===== config.mk =====
export PLATFORM = sky130hd
export DESIGN_NAME = pipe_adder
export DESIGN_NICKNAME = d
export VERILOG_FILES = /design/src/rtl/pipe_adder.sv
export SDC_FILE = /design/constraint.sdc
export NUM_CORES = 1
export LEC_CHECK = 0
export BUFFER_PORTS_ARGS = -buffer_cell sky130_fd_sc_hd__buf_2
export CAP_MARGIN = 20
export CORE_MARGIN = 2
export CORE_UTILIZATION = 55
export DETAILED_ROUTE_END_ITERATION = 8
export PLACE_DENSITY = 0.82
export RECOVER_POWER = 100
export SLEW_MARGIN = 20
export SYNTH_ARGS = -nofsm -noshare
export SYNTH_HDL_FRONTEND = slang
export SYNTH_SLANG_ARGS = --single-unit

===== constraint.sdc =====
create_clock -name clk -period 4.1 [get_ports clk]
set_input_delay 0.41 -clock clk [delete_from_list [all_inputs] [get_ports clk]]
set_output_delay 0.41 -clock clk [all_outputs]
set_load 0.02 [all_outputs]

===== src/rtl/pipe_adder.sv =====
// Pipelined add/subtract unit with optional accumulator and a delivered-result counter.
// Stage 0 does the arithmetic; the remaining LATENCY-1 stages only delay, all gated by one advance.
module pipe_adder #(
    parameter int unsigned WIDTH   = 8,
    parameter int unsigned LATENCY = 5
) (
    input  logic             clk,
    input  logic             rst,
    input  logic             in_valid,
    output logic             in_ready,
    input  logic [WIDTH-1:0] a,
    input  logic [WIDTH-1:0] b,
    input  logic             sub,
    input  logic             acc_en,
    input  logic             acc_clr,
    output logic             out_valid,
    input  logic             out_ready,
    output logic [WIDTH-1:0] sum,
    output logic             carry,
    output logic             ovf,
    output logic [15:0]      res_count
);

    logic [WIDTH-1:0] sum_q   [LATENCY];
    logic             carry_q [LATENCY];
    logic             ovf_q   [LATENCY];
    logic             valid_q [LATENCY];
    logic [WIDTH-1:0] acc_q;

    logic             advance;
    logic             accept;
    logic [WIDTH-1:0] op_b;
    logic [WIDTH:0]   raw1;
    logic [WIDTH:0]   raw2;
    logic [WIDTH-1:0] part;
    logic             ovf1;
    logic             ovf2;
    logic [WIDTH-1:0] res_sum;
    logic             res_carry;
    logic             res_ovf;

    assign advance  = out_ready || !valid_q[LATENCY-1];
    assign accept   = in_valid && advance;
    assign in_ready = advance;

    // First addition is A op B; with acc_en the accumulator is added to that partial result.
    always_comb begin
        op_b = sub ? ~b : b;
        raw1 = {1'b0, a} + {1'b0, op_b} + {{WIDTH{1'b0}}, sub};
        part = raw1[WIDTH-1:0];
        ovf1 = (a[WIDTH-1] == op_b[WIDTH-1]) && (part[WIDTH-1] != a[WIDTH-1]);
        raw2 = {1'b0, acc_q} + {1'b0, part};
        ovf2 = (acc_q[WIDTH-1] == part[WIDTH-1]) && (raw2[WIDTH-1] != acc_q[WIDTH-1]);
        res_sum   = part;
        res_carry = raw1[WIDTH];
        res_ovf   = ovf1;
        if (acc_en) begin
            res_sum   = raw2[WIDTH-1:0];
            res_carry = raw2[WIDTH];
            res_ovf   = ovf1 | ovf2;
        end
    end

    always_ff @(posedge clk or posedge rst) begin
        if (rst) begin
            for (int unsigned i = 0; i < LATENCY; i++) begin
                sum_q[i]   <= '0;
                carry_q[i] <= 1'b0;
                ovf_q[i]   <= 1'b0;
                valid_q[i] <= 1'b0;
            end
        end else if (advance) begin
            sum_q[0]   <= res_sum;
            carry_q[0] <= res_carry;
            ovf_q[0]   <= res_ovf;
            valid_q[0] <= accept;
            for (int unsigned i = 1; i < LATENCY; i++) begin
                sum_q[i]   <= sum_q[i-1];
                carry_q[i] <= carry_q[i-1];
                ovf_q[i]   <= ovf_q[i-1];
                valid_q[i] <= valid_q[i-1];
            end
        end
    end

    // Clear wins over an accumulate on the same edge; stage 0 above still saw the old value.
    always_ff @(posedge clk or posedge rst) begin
        if (rst) begin
            acc_q     <= '0;
            res_count <= '0;
        end else begin
            if (acc_clr) begin
                acc_q <= '0;
            end else if (accept && acc_en) begin
                acc_q <= res_sum;
            end
            if (valid_q[LATENCY-1] && out_ready) begin
                res_count <= res_count + 16'd1;
            end
        end
    end

    assign out_valid = valid_q[LATENCY-1];
    assign sum       = sum_q[LATENCY-1];
    assign carry     = carry_q[LATENCY-1];
    assign ovf       = ovf_q[LATENCY-1];

endmodule


## Word-level counts from Yosys, hierarchy flattened

Cells that the tools add are included.

- Output and inout port bits: 28
- Word-level logic and storage cells: 46
- Register bits after elaboration: 79
- Input bits: 23

- Reductions and logical operators: 8
- Equal/unequal tests: 4
- Muxes and demuxes: 6
- Add/sub/neg operators: 4
- Bitwise operators: 2

Operators by type and width:

| cell | number |
|---|---|
| $mux W8 | 4 |
| $add A8 B8 Y9 | 2 |
| $add A16 B1 Y16 const B | 1 |
| $add A9 B1 Y9 | 1 |
| $not A8 Y8 | 1 |
| $logic_and A1 B1 Y1 | 5 |
| $eq A1 B1 Y1 | 2 |
| $mux W1 | 2 |
| $ne A1 B1 Y1 | 2 |
| $reduce_bool A2 Y1 | 1 |
| $logic_not A1 Y1 | 1 |
| $logic_or A1 B1 Y1 | 1 |
| $or A1 B1 Y1 | 1 |

## Logic depth before layout (Yosys ltp)

Gate-level depths: netlist (run 1).

- Depth after elaboration: 9
- Mapped depth: 13

## Worst setup path before layout (run 1)

No wires, ideal clock.

- Kind: input port to flip-flop
- Start: input port sub
- End: register sum_q[38] in the netlist's numbering
- Arrival: 2961 ps
- Slack: 1013 ps
- Stages: 12
- Path buffers: 1
- Path through: buf_6 mux2_4 fa_1 a21oi_1 o21ai_0 a21oi_1 xnor2_1 ha_1 or2_2 o21ba_2 and3_1 a221o_1

- Cells in the longest elaborated chain, start to end: 5

RTL lines:

| element | line | RTL |
|---|---|---|
| start, declared | 13 | `input logic sub,` |
| $mux W8 | 48 | `op_b = sub ? ~b : b;` |
| $add A8 B8 Y9 | 49 | `raw1 = {1'b0, a} + {1'b0, op_b} + {{WIDTH{1'b0}}, sub};` |
| $add A9 B1 Y9 (*) | 49 |  |
| $add A8 B8 Y9 | 52 | `raw2 = {1'b0, acc_q} + {1'b0, part};` |
| $mux W8 (*) | 57 | `if (acc_en) begin` |
| end signal, assigned by index | 78 | `sum_q[i] <= sum_q[i-1];` |
| end, declared | 24 | `logic [WIDTH-1:0] sum_q [LATENCY];` |

Every way passes the cells marked *; elsewhere a longest branch is shown, timed or not.
A chain may end at the register's enable or synchronous reset.

## Final worst setup path (run 1)

Ends and elaborated chain as after synthesis.

==> results.md, run 1 <==
- Status: complete, no violations
- Fin. Hold Viols: 0
- Most frequent CP cell: a21oi_1
- Cell family with most CP delay: compound AO/OA/AOI/OAI gates
- Crit path cell chain: clkbuf_1, xor2_1, fa_1, a21oi_1, o21ai_0, a21oi_1, xnor2_1, ha_1, or2_2, o21ba_2, and3_1, a221o_1
- Placer congestion estimate: about 0.85
- CP max stage cell: fa_1
- Fraction of layout instances using a drive strength above 1: approximately 10%
- Die H: 88.33 µm
- Initial antenna violation count: 0
- Dpl ws: 739.9 ps
- Setup crit end kind: flip-flop
- CTS Buf Count: 9
- Hpwl dp: approximately 5 mm
- Worst EP arrival: 3400 ps
- GRT overflow: 0
- Pwr dens: around 630 mW/mm²
- Leakage: roughly 2.1 nW
- Final wirelength: just over 7 mm
- WP data required: 4320 ps
- Syn-to-layout area delta: 10.30%
- Worst-path clk slew: 80 ps
- Post-synthesis cell type with the largest combined area: dfrtp_1
- Post-CTS Resized: 0
- RSZ-0062 raised after global routing: false
- Final setup viols: 0
- WL met1: 3.222 mm
- ANT nets after route: 0
- Fillers: between 600 and 700
- Largest net degree at the start of global routing: 60
- DRT Pass-1 Iters: 4
- Crit path kind: in -> reg
- Worst IR Drop VDD: 0.2241 mV
- Post-synthesis register bit count: just under 80
- Starting Density: between 50% and 60%
- Syn_nets: 466
- Slew margin rel.: 5.116%
- DRC: 0
- Clock latency at the later pin of the worst-skew pair: 340 ps
- Die X: 88.33 µm
- Area of the core: about 0.0068 mm²
- IO buf count: 50
- Hold Buf Count CTS: 0
- WL per Instance: 12.63 µm
- Slew @ Worst Pin: 1422 ps
- Met2 WL: 3.470 mm
- Total of max-cap violations: 0
- Tcrit/Tclk final: around 77%
- Die ar.: 0.007802 mm²
- Post-Synthesis Cells: 425
- Post-CTS setup repair buffer count: 0
- Post-Synthesis Cell Area: 0.003911 mm²
- Critical path peak fanout: 8
- Top Layer Used: met4
- Register area: 0.001977 mm²
- Type of the tightest min-delay check: in -> reg
- Synth top area cells: dfrtp_1 (51%), nand2_1 (15%), ha_1 (5.1%)
- Synth cell count leaders: nand2_1 (159), dfrtp_1 (79), xnor2_1 (20)
- CTS sink count: 79
- Peak Freq: 314.7 MHz
- Tmin final: 3177 ps
- GRT Total Usage: 19.66%
- Mean post-synth cell area: just over 9 µm²
- Yosys top cell area share: 50.54%
- Final setup TNS: 0 ps
- First-pass GRT wire length: 11.96 mm
- Sequential area share after synthesis: 50.54%
- Post-layout util: between 60 and 70%
- Synth warn: 0
- Area of the multi-input gates: 0.001760 mm²
- Clock Path Buffers: 2
- Vias per inst: 5.173
- Wire length on met3: 302 µm
- Fin worst setup slack: 922.7 ps
- Worst path buffer plus inverter count: 1
- Drt initial violations: 153
- H-tree Lvls: 3
- Row count: 30
- Post-synth EDFFs: 0
- CTS tree: built
- CP max stage delay: 450 ps
- Netlist cell types: 42
- Ys flop type: dfrtp_1
- Worst Skew: 10.50 ps
- Asr flop ratio synth: 100.0%
- Final Net Count: between 500 and 600
- Vias in the first global route: 2689
- Root buffer cell: clkbuf_8
- DR vias: slightly below 3k
- Most frequent cell after synthesis: nand2_1
- Io pins: 51
- Crit path launch type: input port
- Ant diodes: 0
- Max Slew Vio Count: 0
==> metal layers <==
metal | vias up | GRT usage (%)
li1 | 1455 | -
met1 | 1383 | 25.37
met2 | 77 | 32.88
met3 | 13 | 3.265
met4 | 0 | 8.540
met5 | - | 0
==> cell families (layout without fill, tap and decap cells) <==
group / after synthesis / after routing / synth area share, %
simple gates: 209 / 209 / 22.14
flops: 79 / 79 / 50.54
compound gates: 47 / 47 / 7.966
xor+xnor: 33 / 33 / 7.390
buf+inv: 33 / 78 / 4.127
fa+ha+maj: 18 / 18 / 6.142
mux: 6 / 6 / 1.695
==> registers in the layout (all words and copies together) (netlist names), 4 cells and up <==
register,count
valid_q,4
carry_q,4
sum,8
sum_q,32
ovf_q,4
res_count,16
acc_q,8
==> final cells by class <==
type,instances,area share [%]
clock buffer,10,2.958
tap,96,2.784
inverter,9,0.7831
multi-input combinational,313,40.81
timing repair buffer,53,5.481
sequential,79,45.82
clock inverter,6,1.363
==> stage by stage <==
stage	instance area (µm²)	cells	hold WS (ps)	total power, mW
3_3_place_gp	4184	550	440.3	2.134
4_1_cts	4370	566	235.0	2.748
6_report	4314	566	305.8	2.699
2_1_floorplan	3911	425	430.0	1.984
5_1_grt	4314	566	335.2	2.914
3_5_place_dp	4184	550	449.9	2.192
==> cells in the final DEF (no fill, tap or decap), drive strengths merged, types with 2 or more instances in the layout <==
| cell type | instances |
|---|---|
| a21o | 2 |
| nand3 | 13 |
| nand2b | 2 |
| and3 | 5 |
| o21ai | 12 |
| ha | 16 |
| mux2 | 2 |
| fa | 2 |
| xnor2 | 20 |
| inv | 10 |
| dfrtp | 79 |
| nand4 | 4 |
| clkinv | 4 |
| clkbuf | 39 |
| buf | 24 |
| nand2 | 159 |
| mux2i | 4 |
| a221o | 2 |
| nor3 | 2 |
| a211oi | 3 |
| xor2 | 13 |
| a31oi | 3 |
| a31o | 2 |
| nor2b | 4 |
| or2 | 2 |
| a21oi | 16 |
| nor2 | 15 |
==> power breakdown <==
group	leakage (nW)	switching (mW)	total (mW)	internal, mW
Sequential	0.994	0.171	1.24	1.07
Combinational	1.04	0.570	0.901	0.331
Clock	0.100	0.275	0.554	0.279
Total	2.14	1.02	2.70	1.68
==> tightest hold or removal path, delay by kind of cell <==
family	cells	cell delay, ps
buffers and inverters	1	110
AND/OR/NAND/NOR	2	100
==> path summary, 6_finish.rpt <==
| kind | from | to | slack (ps) | cells after the start |
|---|---|---|---|---|
| max reg2reg | out_valid | acc_q[7] | 1730 | 7 |
| max in group asynchronous | rst | sum_q[38] | 2410 | 3 |
| max | sub | sum_q[38] | 920 | 12 |
| min in group asynchronous | rst | res_count[4] | 460 | 2 |
| min | in_valid | valid_q[4] | 310 | 3 |
| min reg2reg | sum[5] | sum[5] | 470 | 2 |
(Power assumes the default switching activity.)
==> inputs of run 2 (changes only) <==
--- a/config.mk
+++ b/config.mk
@@ -5,6 +5,7 @@
 export SDC_FILE = /design/constraint.sdc
 export NUM_CORES = 1
 export LEC_CHECK = 0
+export ABC_AREA = 1
 export BUFFER_PORTS_ARGS = -buffer_cell sky130_fd_sc_hd__buf_2
 export CAP_MARGIN = 20
 export CORE_MARGIN = 2
==> constraint.sdc (replaced) <==
create_clock -name clk -period 3 [get_ports clk]
set_input_delay 0.3 -clock clk [delete_from_list [all_inputs] [get_ports clk]]
set_output_delay 0.3 -clock clk [all_outputs]
set_load 0.02 [all_outputs]
==> run 2 against run 1 <==
Net effect:
- the run now ends with max-capacitance violations, max-slew violations left
- critical path depth increased by 5
- wire length increased by 5.0%
- clock skew increased by 0.56 ps
- via count increased by 11%
- final area increased by 5.3%
- hold slack got worse by 97 ps
- cell count increased by 16%
- sequential power increased by 35%
==> results.md, run 2 <==
- Post-synth EDFFs: 0 (unchanged)
- WP data required: 3220 ps (was 4320 ps)
- Synth Area in Compound Gates: 6.461% (was 7.965%)
- Clock latency at the later pin of the worst-skew pair: 340 ps (about the same)
- Most frequent cells in the layout: nand2_1 (174), dfrtp_1 (79), inv_1 (58), o21ai_0 (38), nand3_1 (34) (was nand2_1 (159), dfrtp_1 (79), clkbuf_1 (30), buf_2 (21), xnor2_1 (20))
- Mean post-synth cell area: 8.174 µm² (was 9.203 µm²)
- Hpwl dp: 5.380 mm (was 4.958 mm)
- Root buffer cell: clkbuf_8 (unchanged)
- Most common cell after layout, fill and taps aside: nand2_1 (unchanged)
- Tmin final: 2595 ps
- CTS sink count: 79 (unchanged)
- Placed instance area: 0.004428 mm² (was 0.004184 mm²)
- Status: complete, but fails checks (was complete, no violations)
- Worst IR Drop VDD: 0.3065 mV (was 0.2241 mV)
- Clock Path Buffers: 2 (unchanged)
- WL per Instance: 11.47 µm (was 12.63 µm)
- Post-synthesis adder-cell area fraction: 5.797% (was 6.142%)
- Largest family of logic cells by synthesized area: simple AND/OR/NAND/NOR gates (unchanged)
- Syn-to-layout area delta: 9.632% (was 10.30%)
- Final setup viols: 0 (unchanged)
- Pwr dens: 806.7 mW/mm² (was 625.7 mW/mm²)
- Crit path launch type: input port (unchanged)
- Most frequent cell after synthesis: nand2_1 (unchanged)
- Post-Synthesis Cell Area: 0.004144 mm² (was 0.003911 mm²)
- Area of the core: 0.007292 mm² (was 0.006832 mm²)
- Yosys top cell area share: 47.71% (was 50.54%)
- Type of the tightest min-delay check: in -> reg (unchanged)
- Synth cell count leaders: nand2_1 (173), dfrtp_1 (79), inv_1 (56) (was nand2_1 (159), dfrtp_1 (79), xnor2_1 (20))
- Worst Skew: 11.07 ps (was 10.50 ps)
- Post-CTS setup repair buffer count: 0 (unchanged)
- ANT nets after route: 0 (unchanged)
- Worst EP arrival: 2810 ps (was 3400 ps)
- Critical path peak fanout: 8 (unchanged)
- Largest Register: sum_q (unchanged)
- Leakage: 2.437 nW (was 2.138 nW)
- CP max stage cell: ha_1 (was fa_1)
- Top flop regs: sum_q: 32 flops, res_count: 16 flops (unchanged)
- Fillers: 631 (was 637)
- Io pins: 51 (unchanged)
- Worst-path clk slew: 70 ps (was 80 ps)
- Tcrit/Tclk final: a little under 90%
- Post-Synthesis Cells: 507 (was 425)
- GRT overflow: 0 (unchanged)
- Design area: 0.004543 mm² (was 0.004314 mm²)
- Max Slew Vio Count: 80 (was 0)
- RSZ-0062 raised after global routing: false (unchanged)
- Final setup TNS: 0 ps (unchanged)
- Die H: 90.80 µm (was 88.33 µm)
- Total of max-cap violations: 1 (was 0)
- Simple-gate share of the synthesized area: 26.42% (was 22.14%)
- Final Net Count: 591 (was 506)
- Worst path buffer plus inverter count: 3 (was 1)
- Mux contribution to synthesized area: 0% (was 1.695%)
- CP max stage delay: 380 ps (was 450 ps)
- Post-synthesis register bit count: 79 (unchanged)
- Fraction of layout instances using a drive strength above 1: 8.829% (was 10.00%)
- GRT Total Usage: 19.69% (was 19.66%)
- Die X: 90.80 µm (was 88.33 µm)
- Netlist cell types: 34 (was 42)
- Peak Freq: 385.4 MHz
- Placer congestion estimate: 0.8485 (was 0.8529)
- Initial antenna violation count: 0 (unchanged)
- Asr flop ratio synth: 100.0% (unchanged)
- Fin. Hold Viols: 0 (unchanged)
- H-tree Lvls: 3 (unchanged)
- Ant diodes: 0 (unchanged)
- Post-CTS Resized: 0 (unchanged)
- Cell family with most CP delay: simple AND/OR/NAND/NOR gates (was compound AO/OA/AOI/OAI gates)
- Setup crit end kind: flip-flop (unchanged)
- Die ar.: 0.008245 mm² (was 0.007802 mm²)
- Sequential area share after synthesis: 47.71% (was 50.54%)
- Drt initial violations: 165 (was 153)
- Largest net degree at the start of global routing: 80 (was 60)
- Syn_nets: 548 (was 466)
- First-pass GRT wire length: 13.46 mm (was 11.96 mm)
- Vias per inst: 4.982 (was 5.173)
- Final wirelength: 7.500 mm (was 7.146 mm)
- DR vias: 3258 (was 2928)
- Largest register FFs: 32 (unchanged)
- Failing checks: max-capacitance violations, max-slew violations
- Synth Area in XOR/XNOR: 5.072% (was 7.390%)
- Row count: 31 (was 30)
- Crit path cell chain: buf_2, xor2_1, ha_1, nand2_1, inv_1, nand3_1, nand2_1, xor2_1, inv_1, ha_1, a21oi_1, or2_0, nand3_1, nand2_1, nand3_1, nand3_1, nand2_1 (was clkbuf_1, xor2_1, fa_1, a21oi_1, o21ai_0, a21oi_1, xnor2_1, ha_1, or2_2, o21ba_2, and3_1, a221o_1)
- Synth warn: 0 (unchanged)
- CTS tree: built (unchanged)
- DRC: 0 (unchanged)
- Hold Buf Count CTS: 0 (unchanged)
- Post-synthesis cell type with the largest combined area: dfrtp_1 (unchanged)
- Crit path kind: in -> reg (unchanged)
- Ys flop type: dfrtp_1 (unchanged)
- CTS Buf Count: 9 (unchanged)
- IO buf count: 50 (unchanged)
- Slew @ Worst Pin: 1836 ps (was 1422 ps)
- Synth top area cells: dfrtp_1 (48%), nand2_1 (16%), inv_1 (5.1%) (was dfrtp_1 (51%), nand2_1 (15%), ha_1 (5.1%))
- Slew margin rel.: -22.41% (was 5.116%)
- DRT Pass-1 Iters: 4 (unchanged)
- Vias in the first global route: 3182 (was 2689)
- Starting Density: 56.83% (was 57.25%)
## run 2: changes by cell type after synthesis, moves of 5 or more
cell,previous run,this run
and3_1,5,0
a21oi_1,15,6
inv_1,9,56
o21ai_1,1,12
nand2_1,159,173
o21ai_0,11,27
nand3_1,13,34
inv_2,0,6
xnor2_1,20,10
clkbuf_1,13,8
## run 2: metrics by stage
stage | power, mW | std cells | util [%] | hold slack [ps] | worst slack (ps)
global placement | 2.855 | 638 | 60.72 | 451.1 | 264.3
global route | 3.969 | 654 | 62.30 | 220.4 | 58.69
floorplan | 2.665 | 507 | - | 421.0 | 435.9
detailed placement | 2.933 | 638 | 60.72 | 459.4 | 99.04
finish | 3.665 | 654 | 62.30 | 208.5 | 405.1
CTS | 3.760 | 654 | 63.71 | 200.8 | 444.7
## run 2: layer usage
layer / routed length, µm / share of wire (%) / GRT usage (%) / up-vias
li1: - / - / - / 1660
met3: 244 / 3.3 / 2.755 / 10
met5: 0 / 0 / 0 / -
met1: 3453 / 46 / 24.77 / 1522
met2: 3680 / 49 / 33.77 / 66
met4: 122 / 1.6 / 8.965 / 0
## run 2: tightest hold or removal path: cells and delay by family
family	cells	cell delay, ps
simple gates	1	40
compound gates	1	70
buf+inv	1	90
## run 2: cell families (layout without fill, tap and decap cells)
family	count (synthesis)	in the layout
AOI/OAI and AO/OA	51	51
xor gates and xnor gates	24	24
adders and majority gates	18	18
buffers and inverters	84	132
DFF	79	79
and+or+nand+nor	251	251
## run 2: layout make-up
cell class              instances  area (µm²)  share of cell area [%]
multi-input cells             344        1759                   38.72
repair buffers                 53       229.0                   5.040
clock buffers                  12       165.2                   3.635
clock inverters                 4       52.55                   1.157
inverters                      63       236.5                   5.205
flip-flops and latches         79        1977                   43.51
well taps                      99       123.9                   2.727
## run 2: where the power goes
group / switching, mW / internal (mW) / total, mW
clock network: 0.359 / 0.452 / 0.812
logic: 0.784 / 0.396 / 1.18
registers: 0.215 / 1.46 / 1.67
total: 1.36 / 2.31 / 3.66
## run 2: final timing paths
check,from,to,slack [ps],cells past startpoint
max,sub,sum_q[38],410,17
min,in_valid,valid_q[4],210,3
max reg2reg,out_valid,sum_q[35],660,6
min reg2reg,sum_q[21],sum_q[13],470,2
max in group asynchronous,rst,sum_q[25],1310,3
min in group asynchronous,rst,res_count[2],610,3
==> inputs of run 3 (changes only) <==
==> constraint.sdc (replaced) <==
create_clock -name clk -period 3.25 [get_ports clk]
set_input_delay 0.325 -clock clk [delete_from_list [all_inputs] [get_ports clk]]
set_output_delay 0.325 -clock clk [all_outputs]
set_load 0.02 [all_outputs]
==> run 3 against run 2 <==
Net effect:
- the flow still finishes with violations (max-capacitance violations, max-slew violations)
- first-iteration DRC count up 16%
- worst setup slack better by 180 ps
- via count up 0.86%
- hold slack better by 18 ps
- sequential share of layout area up 0.57 points
- wire length up 2.0%
- sequential power down 8%
- combinational power down 7%
- power down 12%
- flip-flop and latch count unchanged
- core utilization down 0.81 points
==> results.md, run 3 (synthesized netlist as in run 2, its figures left out) <==
- Status: complete, but fails checks (unchanged)
- Failing checks: max-capacitance violations, max-slew violations (unchanged)
- Most common cell after layout, fill and taps aside: nand2_1 (unchanged)
- CTS sink count: 79 (unchanged)
- Critical path peak fanout: 8 (unchanged)
- Tcrit/Tclk final: around 82%
- Peak Freq: 375.1 MHz
- Root buffer cell: clkbuf_8 (unchanged)
- Vias per inst: 5.024 (was 4.982)
- WL per Instance: 11.69 µm (was 11.47 µm)
- CP max stage delay: 390 ps (was 380 ps)
- Hpwl dp: 5.522 mm (was 5.380 mm)
- Area of the core: 0.007292 mm² (unchanged)
- GRT Total Usage: 20.21% (was 19.69%)
- Final wirelength: 7.648 mm (was 7.500 mm)
- CP max stage cell: ha_1 (unchanged)
- Final setup viols: 0 (unchanged)
- Crit path launch type: input port (unchanged)
- Final Net Count: 592 (was 591)
- Hold_sp: in_valid (unchanged)
- Placer congestion estimate: 0.8386 (was 0.8485)
- First-pass GRT wire length: 13.70 mm (was 13.46 mm)
- DR vias: 3286 (was 3258)
- Leakage: 2.412 nW (was 2.437 nW)
- Reg-to-Reg Start: out_valid (unchanged)
- Reg-to-reg slack, setup: 710 ps (was 660 ps)
- Largest net degree at the start of global routing: 58 (was 80)
- Starting Density: 56.83% (unchanged)
- CTS tree: built (unchanged)
- CTS Buf Count: 9 (unchanged)
- Total power: 3.239 mW (was 3.665 mW)
- Tmin final: 2666 ps
- Setup crit end: sum_q[38] (unchanged)
- Worst IR Drop VDD: 0.2890 mV (was 0.3065 mV)
- Top flop regs: sum_q: 32 flops, res_count: 16 flops (unchanged)
- GRT overflow: 0 (unchanged)
- Worst Skew: 7.514 ps (was 11.07 ps)
- Die ar.: 0.008245 mm² (unchanged)
- DRC: 0 (unchanged)
- Final setup TNS: 0 ps (unchanged)
- Crit path cell chain: buf_2, xor2_1, ha_1, nand2_1, inv_1, nand3_1, nand2_1, xor2_1, inv_1, ha_1, a21oi_1, or2_0, nand3_1, nand2_1, nand3_1, nand3_1, nand2_1 (unchanged)
- Type of the tightest min-delay check: in -> reg (unchanged)
- ANT nets after route: 0 (unchanged)
- Die H: 90.80 µm (unchanged)
- Drt initial violations: 191 (was 165)
- Hold Buf Count CTS: 0 (unchanged)
- Die X: 90.80 µm (unchanged)
- Post-CTS Resized: 0 (unchanged)
- IO buf count: 50 (unchanged)
- Slew @ Worst Pin: 2044 ps (was 1836 ps)
- Fillers: 666 (was 631)
- Largest register FFs: 32 (unchanged)
- WP data required: 3470 ps (was 3220 ps)
- Initial antenna violation count: 0 (unchanged)
- Area of the multi-input gates: 0.001759 mm² (unchanged)
- H-tree Lvls: 3 (unchanged)
- Total of max-cap violations: 1 (unchanged)
- Dpl ws: 336.7 ps (was 99.04 ps)
- RSZ-0062 raised after global routing: false (unchanged)
- DRT Pass-1 Iters: 4 (unchanged)
- Setup crit end kind: flip-flop (unchanged)
- Slew margin rel.: -36.25% (was -22.41%)
- Worst hold margin: 226.4 ps (was 208.5 ps)
- Syn-to-layout area delta: 8.213% (was 9.632%)
- Placed instance area: 0.004436 mm² (was 0.004428 mm²)
- Design area: 0.004484 mm² (was 0.004543 mm²)
- Setup crit start: sub (unchanged)
- Fin. Hold Viols: 0 (unchanged)
- Clock Path Buffers: 2 (unchanged)
- Crit path kind: in -> reg (unchanged)
- Post-CTS setup repair buffer count: 0 (unchanged)
- Io pins: 51 (unchanged)
- Register area: 0.001977 mm² (unchanged)
- Clock latency at the later pin of the worst-skew pair: 330 ps (was 340 ps)
- Pwr dens: 722.3 mW/mm² (was 806.7 mW/mm²)
- Fraction of layout instances using a drive strength above 1: 7.027% (was 8.829%)
- Vias in the first global route: 3262 (was 3182)
- Largest Register: sum_q (unchanged)
- Worst-path clk slew: 70 ps (about the same)
- Reg2reg end: sum_q[34] (was sum_q[35])
- Fin worst setup slack: 584.1 ps (was 405.1 ps)
- Row count: 31 (unchanged)
- Worst EP arrival: 2880 ps (was 2810 ps)
- Worst reg2reg path depth: 4 (was 6)
- Ant diodes: 0 (unchanged)
- Max Slew Vio Count: 58 (was 80)
- Most frequent cells in the layout: nand2_1 (175), dfrtp_1 (79), inv_1 (61), o21ai_0 (38), clkbuf_1 (36) (was nand2_1 (174), dfrtp_1 (79), inv_1 (58), o21ai_0 (38), nand3_1 (34))
## run 3: worst min-delay path by stage
| stage | end | slack, ps | depth (start not counted) |
|---|---|---|---|
| after floorplan | out_valid | 440 | 1 |
| after global placement | sum_q[13] | 450 | 2 |
| after CTS | res_count[2] | 90 | 2 |
| final | valid_q[4] | 230 | 3 |
| after global routing | valid_q[4] | 210 | 3 |
| after detailed placement | ovf_q[1] | 450 | 2 |
## run 3: cell type report
class                      instances  share of cell area (%)
tap                               99                   2.762
multi-input combinational        344                   39.23
inverter                          63                   5.273
sequential                        79                   44.08
clock buffer                      14                   3.404
timing repair buffer              54                   5.134
clock inverter                     1                  0.1116
## run 3: layer usage
layer	global-route usage, %	part of all wire (%)	wire [µm]
met1	24.20	45	3444
met2	35.32	49	3743
met3	3.840	3.9	301
met4	9.217	2.1	158
met5	0	0	0
## run 3: power breakdown
part,total [mW],internal (mW),switching [mW]
registers,1.54,1.35,0.196
logic,1.10,0.370,0.729
clock network,0.597,0.294,0.303
## run 3: through the flow
step,std cells,utilization (%)
after floorplan,507,-
after global placement,639,60.83
after detailed placement,639,60.83
after CTS,654,62.99
after global routing,654,61.50
final,654,61.50
## run 3: critical path, delay by kind of cell
| kind | cells | cell delay, ps |
|---|---|---|
| xor gates and xnor gates | 2 | 380 |
| AOI/OAI and AO/OA | 1 | 210 |
| buffers and inverters | 3 | 290 |
| adders and majority gates | 2 | 750 |
| and+or+nand+nor | 9 | 930 |
